`config.mk`:
```
export PLATFORM = sky130hd
export DESIGN_NAME = cmul_share_arb
export DESIGN_NICKNAME = d
export VERILOG_FILES = /design/src/rtl/cmul_share_arb.sv
export SDC_FILE = /design/constraint.sdc
export NUM_CORES = 1
export LEC_CHECK = 0
export ABC_CLOCK_PERIOD_IN_PS = 2500
export BUFFER_PORTS_ARGS = -buffer_cell sky130_fd_sc_hd__buf_4
export CORE_UTILIZATION = 39
export DETAILED_ROUTE_END_ITERATION = 7
export PLACE_DENSITY = 0.85
export SLEW_MARGIN = 10
export SYNTH_ARGS = -nofsm -noshare
export SYNTH_HDL_FRONTEND = slang
export SYNTH_SLANG_ARGS = --single-unit
```
`constraint.sdc`:
```
create_clock -name clk -period 2.5 [get_ports clk]
set_input_delay 0.5 -clock clk [delete_from_list [all_inputs] [get_ports clk]]
set_output_delay 0.5 -clock clk [all_outputs]
set_load 0.005 [all_outputs]
```
`src/rtl/cmul_share_arb.sv`:
```
// Round-robin scheduler sharing one complex_mul datapath among NREQ requesters, with tagged results.
// Define CMUL_ARB_STATS_EN to add per-requester 16-bit wrapping grant counters (grant_cnt port).
module cmul_share_arb #(
  parameter int N    = 4,
  parameter int NREQ = 4,
  parameter int LAT  = 3
) (
  input  logic                      clk,
  input  logic                      rst,
  input  logic [NREQ-1:0]           req_valid,
  input  logic [NREQ*(2**N)-1:0]    req_ra,
  input  logic [NREQ*(2**N)-1:0]    req_rb,
  output logic [NREQ-1:0]           req_ready,
  input  logic                      hold,
  output logic                      idle,
  output logic [(2**N)-1:0]         dp_ra,
  output logic [(2**N)-1:0]         dp_rb,
  input  logic [(2**N)-1:0]         dp_real,
  input  logic [(2**N)-1:0]         dp_imag,
  output logic                      rsp_valid,
  output logic [$clog2(NREQ)-1:0]   rsp_id,
  output logic [(2**N)-1:0]         rsp_real,
  output logic [(2**N)-1:0]         rsp_imag
`ifdef CMUL_ARB_STATS_EN
  ,
  output logic [NREQ*16-1:0]        grant_cnt
`endif
);

  localparam int W  = 2**N;
  localparam int IW = $clog2(NREQ);

  typedef enum logic [1:0] {RUN, DRAIN, HALT} state_t;

  state_t          state, state_nx;
  logic [IW-1:0]   ptr;
  logic [IW-1:0]   gnt_id;
  logic            gnt_any;
  logic [LAT-1:0]  tag_v;
  logic [IW-1:0]   tag_id [LAT];
  logic            pipe_empty;
  int unsigned     idx;

  // rsp_valid is the last tag stage, so the pipe only counts as empty once it has dropped
  assign pipe_empty = ~|tag_v & ~rsp_valid;

  always_ff @(posedge clk or posedge rst) begin
    if (rst) state <= RUN;
    else     state <= state_nx;
  end

  always_comb begin
    state_nx = state;
    unique case (state)
      RUN:     if (hold) state_nx = DRAIN;
      DRAIN:   if (!hold) state_nx = RUN;
               else if (pipe_empty) state_nx = HALT;
      HALT:    if (!hold) state_nx = RUN;
      default: state_nx = RUN;
    endcase
  end

  always_comb begin
    gnt_any   = 1'b0;
    gnt_id    = '0;
    idx       = 0;
    req_ready = '0;
    if (!rst && state == RUN && !hold) begin
      for (int unsigned k = 0; k < NREQ; k++) begin
        idx = (32'(ptr) + k) % NREQ;
        if (!gnt_any && req_valid[idx]) begin
          gnt_any = 1'b1;
          gnt_id  = IW'(idx);
        end
      end
    end
    if (gnt_any) req_ready = NREQ'(1) << gnt_id;
    idle = pipe_empty & ~gnt_any;
  end

  always_ff @(posedge clk or posedge rst) begin
    if (rst) begin
      ptr       <= '0;
      dp_ra     <= '0;
      dp_rb     <= '0;
      tag_v     <= '0;
      rsp_valid <= 1'b0;
      rsp_id    <= '0;
      for (int unsigned s = 0; s < LAT; s++) tag_id[s] <= '0;
    end else begin
      if (gnt_any) begin
        ptr   <= (gnt_id == IW'(NREQ-1)) ? '0 : gnt_id + IW'(1);
        dp_ra <= req_ra[gnt_id*W +: W];
        dp_rb <= req_rb[gnt_id*W +: W];
      end
      tag_v[0]  <= gnt_any;
      tag_id[0] <= gnt_id;
      for (int unsigned s = 1; s < LAT; s++) begin
        tag_v[s]  <= tag_v[s-1];
        tag_id[s] <= tag_id[s-1];
      end
      rsp_valid <= tag_v[LAT-1];
      rsp_id    <= tag_id[LAT-1];
    end
  end

  assign rsp_real = dp_real;
  assign rsp_imag = dp_imag;

`ifdef CMUL_ARB_STATS_EN
  logic [15:0] cnt [NREQ];

  always_ff @(posedge clk or posedge rst) begin
    if (rst) begin
      for (int unsigned i = 0; i < NREQ; i++) cnt[i] <= '0;
    end else begin
      for (int unsigned i = 0; i < NREQ; i++)
        if (req_valid[i] && req_ready[i]) cnt[i] <= cnt[i] + 16'd1;
    end
  end

  always_comb begin
    grant_cnt = '0;
    for (int unsigned i = 0; i < NREQ; i++) grant_cnt[i*16 +: 16] = cnt[i];
  end
`endif

endmodule
```
-- Word-level counts from Yosys, hierarchy flattened
Index checks and enable logic that the tools add are counted.
- bits in registers: 48
- output and inout port bits: 72
- logic and storage cells: 73
- $add $sub $neg: 4
- magnitude comparators: 4
- eq/ne operators: 6
- shift-type cells: 3
- mux-type cells: 28
- bitwise gates (word level): 4
- reductions and logical operators: 14
- operators by type and width (operator ; count):
    $shiftx 64x7->16 ; 2
    $mux 2 ; 10
    $lt 2x3->1 const B ; 4
    $mux 1 ; 12
    $bmux 1 s2 ; 4
    $logic_not 1->1 ; 6
    $pmux 2 s3 ; 1
    $logic_and 1x1->1 ; 5
    $add 2x1->2 const B ; 2
    $add 2x2->2 const B ; 2
    $eq 2x2->1 const B ; 2
    $mux 4 ; 1
    $ne 2x2->1 const B ; 2
    $shl 1x2->4 const A ; 1
    $ne 3x3->1 const B ; 1
    $reduce_and 3->1 ; 1
    $reduce_or 3->1 ; 1
    $and 1x1->1 ; 2
    $eq 2x1->1 const B ; 1
    $logic_not 2->1 ; 1
    $not 1->1 ; 2

-- Depth between registers and ports, before layout
Gate-level depths: netlist (run 1).
- depth in word-level cells: 18
- mapped depth: 8

-- Worst setup path after synthesis (run 1)
OpenSTA, ideal clock, no wires.
- path type: input to output
- start point: in req_valid[0]
- end point: out req_ready[0]
- arrival time: 2.017 ns
- required time: 2.000 ns
- slack: -0.017 ns
- cell stages on the path: 7
- path buffers: 1
- path through: nor2b_1 -> or3_1 -> a211oi_4 -> buf_2 -> inv_1 -> ha_1 -> and3_1
- word-level cells in the longest chain between the ends: 18
- elaborated cells between the ends (all ways): 29
- classes of those cells: shift: 1; mux: 22; reduce/logical: 6
- RTL lines (element ; line ; text):
    start: declaration ; 10 ; input logic [NREQ-1:0] req_valid,
    $bmux 1 s2 ; 71 ; if (!gnt_any && req_valid[idx]) begin
    $mux 1 (implied by the code) ; 71 ;
    $mux 1 ; 71 ;
    $mux 1 ; 68 ; if (!rst && state == RUN && !hold) begin
    $logic_not 1->1 ; 71 ;
    $logic_and 1x1->1 ; 71 ;
    $mux 1 ; 71 ;
    $mux 1 ; 68 ;
    [3 not listed] ; n/a ;
    $mux 1 ; 68 ;
    $logic_not 1->1 ; 71 ;
    $logic_and 1x1->1 ; 71 ;
    $mux 2 * ; 71 ;
    $mux 2 * ; 68 ;
    named net gnt_id[0] ; 37 ; logic [IW-1:0] gnt_id;
    $shl 1x2->4 * ; 77 ; if (gnt_any) req_ready = NREQ'(1) << gnt_id;
    $mux 4 * ; 77 ;
    end: declaration ; 13 ; output logic [NREQ-1:0] req_ready,
Mark *: on every way through the listed nets, which the timed path passes. The rest lies on a longest branch. The select of a mux whose other input is x is not followed.

-- Final worst setup path (run 1)
- start point: reg ptr[0]
- end point: out req_ready[1]
- word-level cells in the longest chain between the ends: 18
- elaborated cells between the ends (all ways): 32
- classes of those cells: add/sub: 3; shift: 1; mux: 22; reduce/logical: 6
- RTL lines (element ; line ; text):
    start: declaration ; 36 ; logic [IW-1:0] ptr;
    start signal: assignment ; 92 ; ptr <= (gnt_id == IW'(NREQ-1)) ? '0 : gnt_id + IW'(1);
    $bmux 1 s2 ; 71 ;
    $mux 1 (implied by the code) ; 71 ;
    $mux 1 ; 71 ;
    $mux 1 ; 68 ;
    $logic_not 1->1 ; 71 ;
    $logic_and 1x1->1 ; 71 ;
    $mux 1 ; 71 ;
    $mux 1 ; 68 ;
    [2 not listed] ; n/a ;
    $mux 1 ; 71 ;
    $mux 1 ; 68 ;
    $logic_not 1->1 ; 71 ;
    $logic_and 1x1->1 ; 71 ;
    $mux 2 ; 71 ;
    $mux 2 ; 68 ;
    $shl 1x2->4 ; 77 ;
    $mux 4 * ; 77 ;
Every way passes the cells marked *; elsewhere a longest branch is shown, timed or not. The select of a mux whose other input is x is not followed.

==> results of run 1 <==
-- metrics by stage --
| stage | std cells | hold WS, ps | total power, mW | setup slack (ps) |
|---|---|---|---|---|
| final | 697 | 232 | 3.65 | -43.6 |
| after global routing | 697 | 261 | 3.87 | -118 |
| after CTS | 696 | 242 | 3.64 | -32.5 |
| after detailed placement | 679 | 335 | 3.00 | -89.6 |
| after global placement | 679 | 337 | 2.95 | -41.5 |
| after floorplan | 434 | 331 | 2.11 | 30.3 |
-- synthesized netlist by cell type, types with 2 or more instances --
cell type | count | area, um^2
a211o_1 | 23 | 201
a211oi_1 | 2 | 15.0
a21boi_0 | 2 | 15.0
a21oi_1 | 15 | 75.1
a22oi_1 | 24 | 180
a2bb2oi_1 | 2 | 17.5
a31oi_1 | 10 | 62.6
and2_1 | 3 | 18.8
and3_1 | 28 | 175
buf_2 | 13 | 65.1
buf_4 | 32 | 240
clkbuf_1 | 26 | 97.6
dfrtp_1 | 48 | 1200
ha_1 | 4 | 50.1
inv_1 | 4 | 15.0
inv_2 | 2 | 7.51
mux2i_1 | 10 | 100
nand2_1 | 15 | 56.3
nand2b_1 | 2 | 12.5
nand3_1 | 60 | 300
nand4_1 | 24 | 150
nor2_1 | 3 | 11.3
nor2b_1 | 3 | 18.8
nor4b_1 | 7 | 61.3
o211ai_1 | 24 | 180
o21ai_0 | 30 | 150
o21bai_1 | 2 | 15.0
-- worst max-delay path: stages, from the launching register on --
cell	delay (ps)
dfrtp_1	410
nor2b_4	60
or3_4	390
a211oi_4	320
buf_6	150
ha_1	150
and3_1	160
buf_4	110
-- worst paths after layout --
path                            from            to  slack (ps)  cells after the start
min reg2reg                tag_id[4]     tag_id[2]         360                      0
max reg2reg                   ptr[0]      dp_rb[1]         240                      9
max                           ptr[0]  req_ready[1]         -40                      7
min in group clk           tag_id[4]     tag_id[2]         360                      0
max in group asynchronous        rst        ptr[1]        1720                      3
min                              rst      dp_ra[4]         230                      2
-- layer usage --
layer	routed length (um)	share of wire [%]	global-route usage [%]	vias to the layer above
met1	5050	37	30.8	2095
met4	265	2.0	10.9	0
met3	1290	9.6	5.04	40
met2	6860	51	47.4	299
met5	0	0	0	-
li1	-	-	-	1942
-- logic make-up after synthesis --
logic type      Yosys count
simple gates            152
compound gates          142
buf+inv                  78
flops                    48
mux                      10
fa+ha+maj                 4
-- state kept, by name, summed over array words and instances, names as in the netlist --
| register | count |
|---|---|
| state | 2 |
| dp_rb | 16 |
| tag_v | 3 |
| ptr | 2 |
| rsp_id | 2 |
| rsp_valid | 1 |
| dp_ra | 16 |
| tag_id | 6 |
-- where the power goes --
group          switching (mW)  internal [mW]  leakage (nW)  total [mW]
Sequential              0.157           1.02         0.611        1.18
Combinational           0.940          0.937          1.77        1.88
Clock                   0.291          0.302        0.0548       0.593
Total                    1.39           2.26          2.44        3.65
-- final cells by class --
cell class,instances,share of cell area (%)
Inverter,6,0.431
Sequential cell,48,23.0
Clock inverter,3,0.886
Timing Repair Buffer,216,31.6
Tap cell,111,2.66
Clock buffer,5,1.32
Multi-Input combinational cell,308,40.1
-- timing repair --
action,CTS,global route
pin swaps,3,4
setup endpoints to repair,4,4
cloned,0,0
endpoints found under the hold margin,0,0
gates resized for setup,10,1
hold buffers,0,0
setup buffers,9,1
==> results.tsv, run 1 <==
metric	value	unit
status	finished with violations	
violations	setup timing	
synthesis.area	3660	um^2
yosysWarnings	0	
multiInputGateArea	2090	um^2
place_area	5000	um^2
drc_errors	0	
worstSkewPairLatency	310	ps
fin_tns_setup	-100	ps
utilization	57.1	%
drt-total-wl	13500	um
n_antenna_cell	0	
hpwlAfterDp	9480	um
drt_iter0_drc	288	
place_congestion	0.915	
fmax	393	MHz
synth_cell_type_count	43	
dr.pass1.iters	5	
final_common_cell	buf_4	
pin_count	239	
start_util	40.0	%
hold_viol_final	0	
arrival	2040	ps
cts_root_buf	clkbuf_8	
syn_nets	605	
antenna_found_initial	0	
syn_area_per_cell	8.44	um^2
row_count	35	
worst_slew_pin_slew	497	ps
cap_violations	0	
die_area	9790	um^2
htree_num_levels	2	
ys_seq_elements	48	
peakVddDrop	0.000389	V
port_buffers	174	
synth_xor_area_share	0	%
fin_nets	756	
setup_slack	-43.6	ps
vias	4376	
cts_tree	yes	
hp-class	input pin to asynchronous set/reset pin	
die_w	98.9	um
synth-compound-area-share	27.3	%
final_area	5220	um^2
async_flop_share	100	%
rsz0062_at_grt	true	
register_area	1200	um^2
overflow	0	
slew_headroom	66.8	%
grt_pass1_wl	20800	um
min_period	2540	ps
synth_mux_area_share	2.73	%
min_period_over_period	102	%
cts_made_buffers	5	
critPathKind	register to output pin	
synth_top_family_by_area	compound AO/OA/AOI/OAI gates	
synth_flop_cell	dfrtp_1	
grtUsageTotal	26.5	%
area_delta_synth_final	42.6	%
clk_pin_slew	100	ps
dieHeight	98.9	um
synth-simple-area-share	24.1	%
drive_gt1_share	41.8	%
synth_edf_count	0	
start_kind	register	
fillCellCount	783	
synth_seq_area_share	32.8	%
via_per_inst	6.28	
placeableCoreArea	9150	um^2
power_density	699	nW/um^2
critPathCaptureType	output pin	
synth_adder_area_share	1.37	%
postSynthCellCount	434	
ctsLongestPathBuffers	2	
skew	8.11	ps
grt_pass1_vias	4366	
ant_nets	0	
clkSinkCount	48	
setup_violations	4	
cp.required	2000	ps
final_cell_mix	buf_4, nand3_1, dfrtp_1	
drv_slew	0	
grt_max_degree	39	
worstPathMaxFanout	3	
wl_per_cell	19.3	um
power_leakage	2.44	nW
(Power assumes the default switching activity.)
==> run 2, diff against run 1 <==
Settings changed: RECOVER_POWER set to 50.
==> run 2 against run 1 <==
- the flow still finishes with violations (setup timing)
- fmax fell by 0.14%
- clock-buffer cell count stayed put
- clock power hardly changed
- utilization decreased by 0.20 points
- first-iteration DRC count increased by 1.4%
- routed wire length fell by 0.47%
- cell area is 0.36% lower
- clock skew barely moved
- critical endpoint unchanged
==> results.tsv, run 2 (synthesis gave the netlist of run 1 again) <==
metric	value	unit	change
antenna_found_initial	0		unchanged
placed_cells	679		unchanged
fmax	393	MHz	about the same
final_area	5200	um^2	was 5220 um^2
port_buffers	174		unchanged
grt_pass1_vias	4366		unchanged
slew_headroom	43.9	%	was 66.8%
drive_gt1_share	41.5	%	was 41.8%
critPathMaxStageDelay	410	ps	about the same
critPathCaptureType	output pin		unchanged
critPathKind	register to output pin		unchanged
via_per_inst	6.28		about the same
reg2regPathDepth	9		unchanged
worstPathMaxFanout	3		unchanged
place_congestion	0.915		unchanged
drv_slew	0		unchanged
cts_made_buffers	5		unchanged
switching_power	1.39	mW	about the same
rrSetupSlack	250	ps	was 240 ps
start_kind	register		unchanged
grtUsageTotal	26.5	%	unchanged
overflow	0		unchanged
dieHeight	98.9	um	unchanged
dr.pass1.iters	5		unchanged
grt_pass1_wl	20800	um	unchanged
vias	4378		was 4376
grt.met3_usage	5.04	%	unchanged
peakVddDrop	0.000386	V	was 0.000389 V
instances_no_fill	697		unchanged
drt-total-wl	13400	um	was 13500 um
clkPwrFrac	16.2	%	about the same
crit_slowest_cell	dfrtp_1		unchanged
setup_violations	4		unchanged
grt_max_degree	39		unchanged
status	finished with violations		unchanged
htree_num_levels	2		unchanged
p_comb_share	51.3	%	was 51.4%
arrival	2050	ps	was 2040 ps
utilization	56.9	%	was 57.1%
grt_use_met1	30.8	%	unchanged
cp.required	2000	ps	about the same
setup_slack	-47.0	ps	was -43.6 ps
start_util	40.0	%	unchanged
final_common_cell	buf_4		unchanged
crit_start	ptr[0]		unchanged
row_count	35		unchanged
met2_usage	47.4	%	unchanged
p_int	2.26	mW	about the same
die_w	98.9	um	unchanged
drc_errors	0		unchanged
hpwlAfterDp	9480	um	unchanged
rsz0062_at_grt	true		unchanged
area_delta_synth_final	42.0	%	was 42.6%
drt_iter0_drc	292		was 288
r2r-end	dp_rb[1]		unchanged
worstSkewPairLatency	300	ps	was 310 ps
wl_per_cell	19.2	um	was 19.3 um
p_seq_share	32.4	%	about the same
clk_pin_slew	100	ps	about the same
worst_slew_pin_slew	841	ps	was 497 ps
min_period	2550	ps	was 2540 ps
cts_tree	yes		unchanged
busiest_layer	met2		unchanged
n_antenna_cell	0		unchanged
clkSinkCount	48		unchanged
ant_nets	0		unchanged
placeableCoreArea	9150	um^2	unchanged
die_area	9790	um^2	unchanged
reg_top3	dp_ra x16, dp_rb x16, tag_id x6		unchanged
fin_nets	756		unchanged
swShare	38.0	%	about the same
worstSetupEndpoint	req_ready[1]		unchanged
hold_ws	357	ps	was 232 ps
violations	setup timing		unchanged
fin_tns_setup	-98.5	ps	was -100 ps
path_cells	nor2b_4, or3_4, a211oi_4, buf_6, ha_1, and3_1, buf_4		unchanged
power_density	701	nW/um^2	was 699 nW/um^2
pin_count	239		unchanged
final_cell_mix	buf_4, nand3_1, dfrtp_1		unchanged
power_leakage	2.43	nW	was 2.44 nW
skew	8.39	ps	was 8.11 ps
hold_viol_final	0		unchanged
min_period_over_period	102	%	about the same
place_area	5000	um^2	unchanged
ctsLongestPathBuffers	2		unchanged
r2r_start	ptr[0]		unchanged
cap_violations	0		unchanged
cts_root_buf	clkbuf_8		unchanged
hp-class	register to register		was input pin to asynchronous set/reset pin
run 2: worst max-delay path, delay by kind of cell, from the launching register on:
| kind | cells | cell delay, ps |
|---|---|---|
| AO/OA/AOI/OAI | 1 | 320 |
| AND/OR/NAND/NOR | 3 | 610 |
| adder cells (fa/ha/maj) | 1 | 150 |
| buffers and inverters | 2 | 260 |
| flip-flops | 1 | 410 |
run 2: per-stage QoR:
stage               setup WS, ps  total power [mW]
floorplan                   30.3              2.11
global placement           -41.5              2.95
detailed placement         -89.6              3.00
CTS                        -32.5              3.64
global route                -118              3.87
finish                     -47.0              3.65
run 2: final cells by class:
| cell class | instances | area (um^2) |
|---|---|---|
| clock buffer | 5 | 68.8 |
| clock inverter | 3 | 46.3 |
| fill | 786 | 3950 |
| inverter | 6 | 22.5 |
| multi-input combinational | 308 | 2090 |
| sequential | 48 | 1200 |
| tap | 111 | 139 |
| timing repair buffer | 216 | 1630 |
run 2: how the worst min path moves through the flow:
stage              start         to  slack (ps)  depth (start not counted)
3_5_place_dp   tag_id[4]  tag_id[2]         330                          0
6_report       tag_id[4]  tag_id[2]         360                          0
2_1_floorplan  tag_id[0]  rsp_id[0]         330                          0
5_1_grt        tag_id[3]  tag_id[1]         360                          0
3_3_place_gp   tag_id[3]  tag_id[1]         340                          0
4_1_cts              rst   dp_ra[4]         240                          2
run 2: repair_timing:
action	4_1_cts	5_1_grt
hold buffers	0	0
pin swaps	3	4
buffers inserted	9	1
gates resized for setup	10	1
setup endpoints to repair	4	4
run 2: layer usage:
layer / routed length [um] / vias up / part of all wire [%]
met5: 0 / - / 0
met3: 1260 / 46 / 9.4
li1: - / 1942 / -
met4: 329 / 0 / 2.5
met2: 6780 / 305 / 51
met1: 5040 / 2085 / 38
run 2: power groups by stage:
stage	Combinational [mW]	Clock, mW	Sequential [mW]
2_1_floorplan	0.921	0	1.19
3_3_place_gp	1.75	0	1.20
3_5_place_dp	1.80	0	1.20
4_1_cts	1.86	0.604	1.18
5_1_grt	2.01	0.637	1.21
6_report	1.87	0.592	1.18
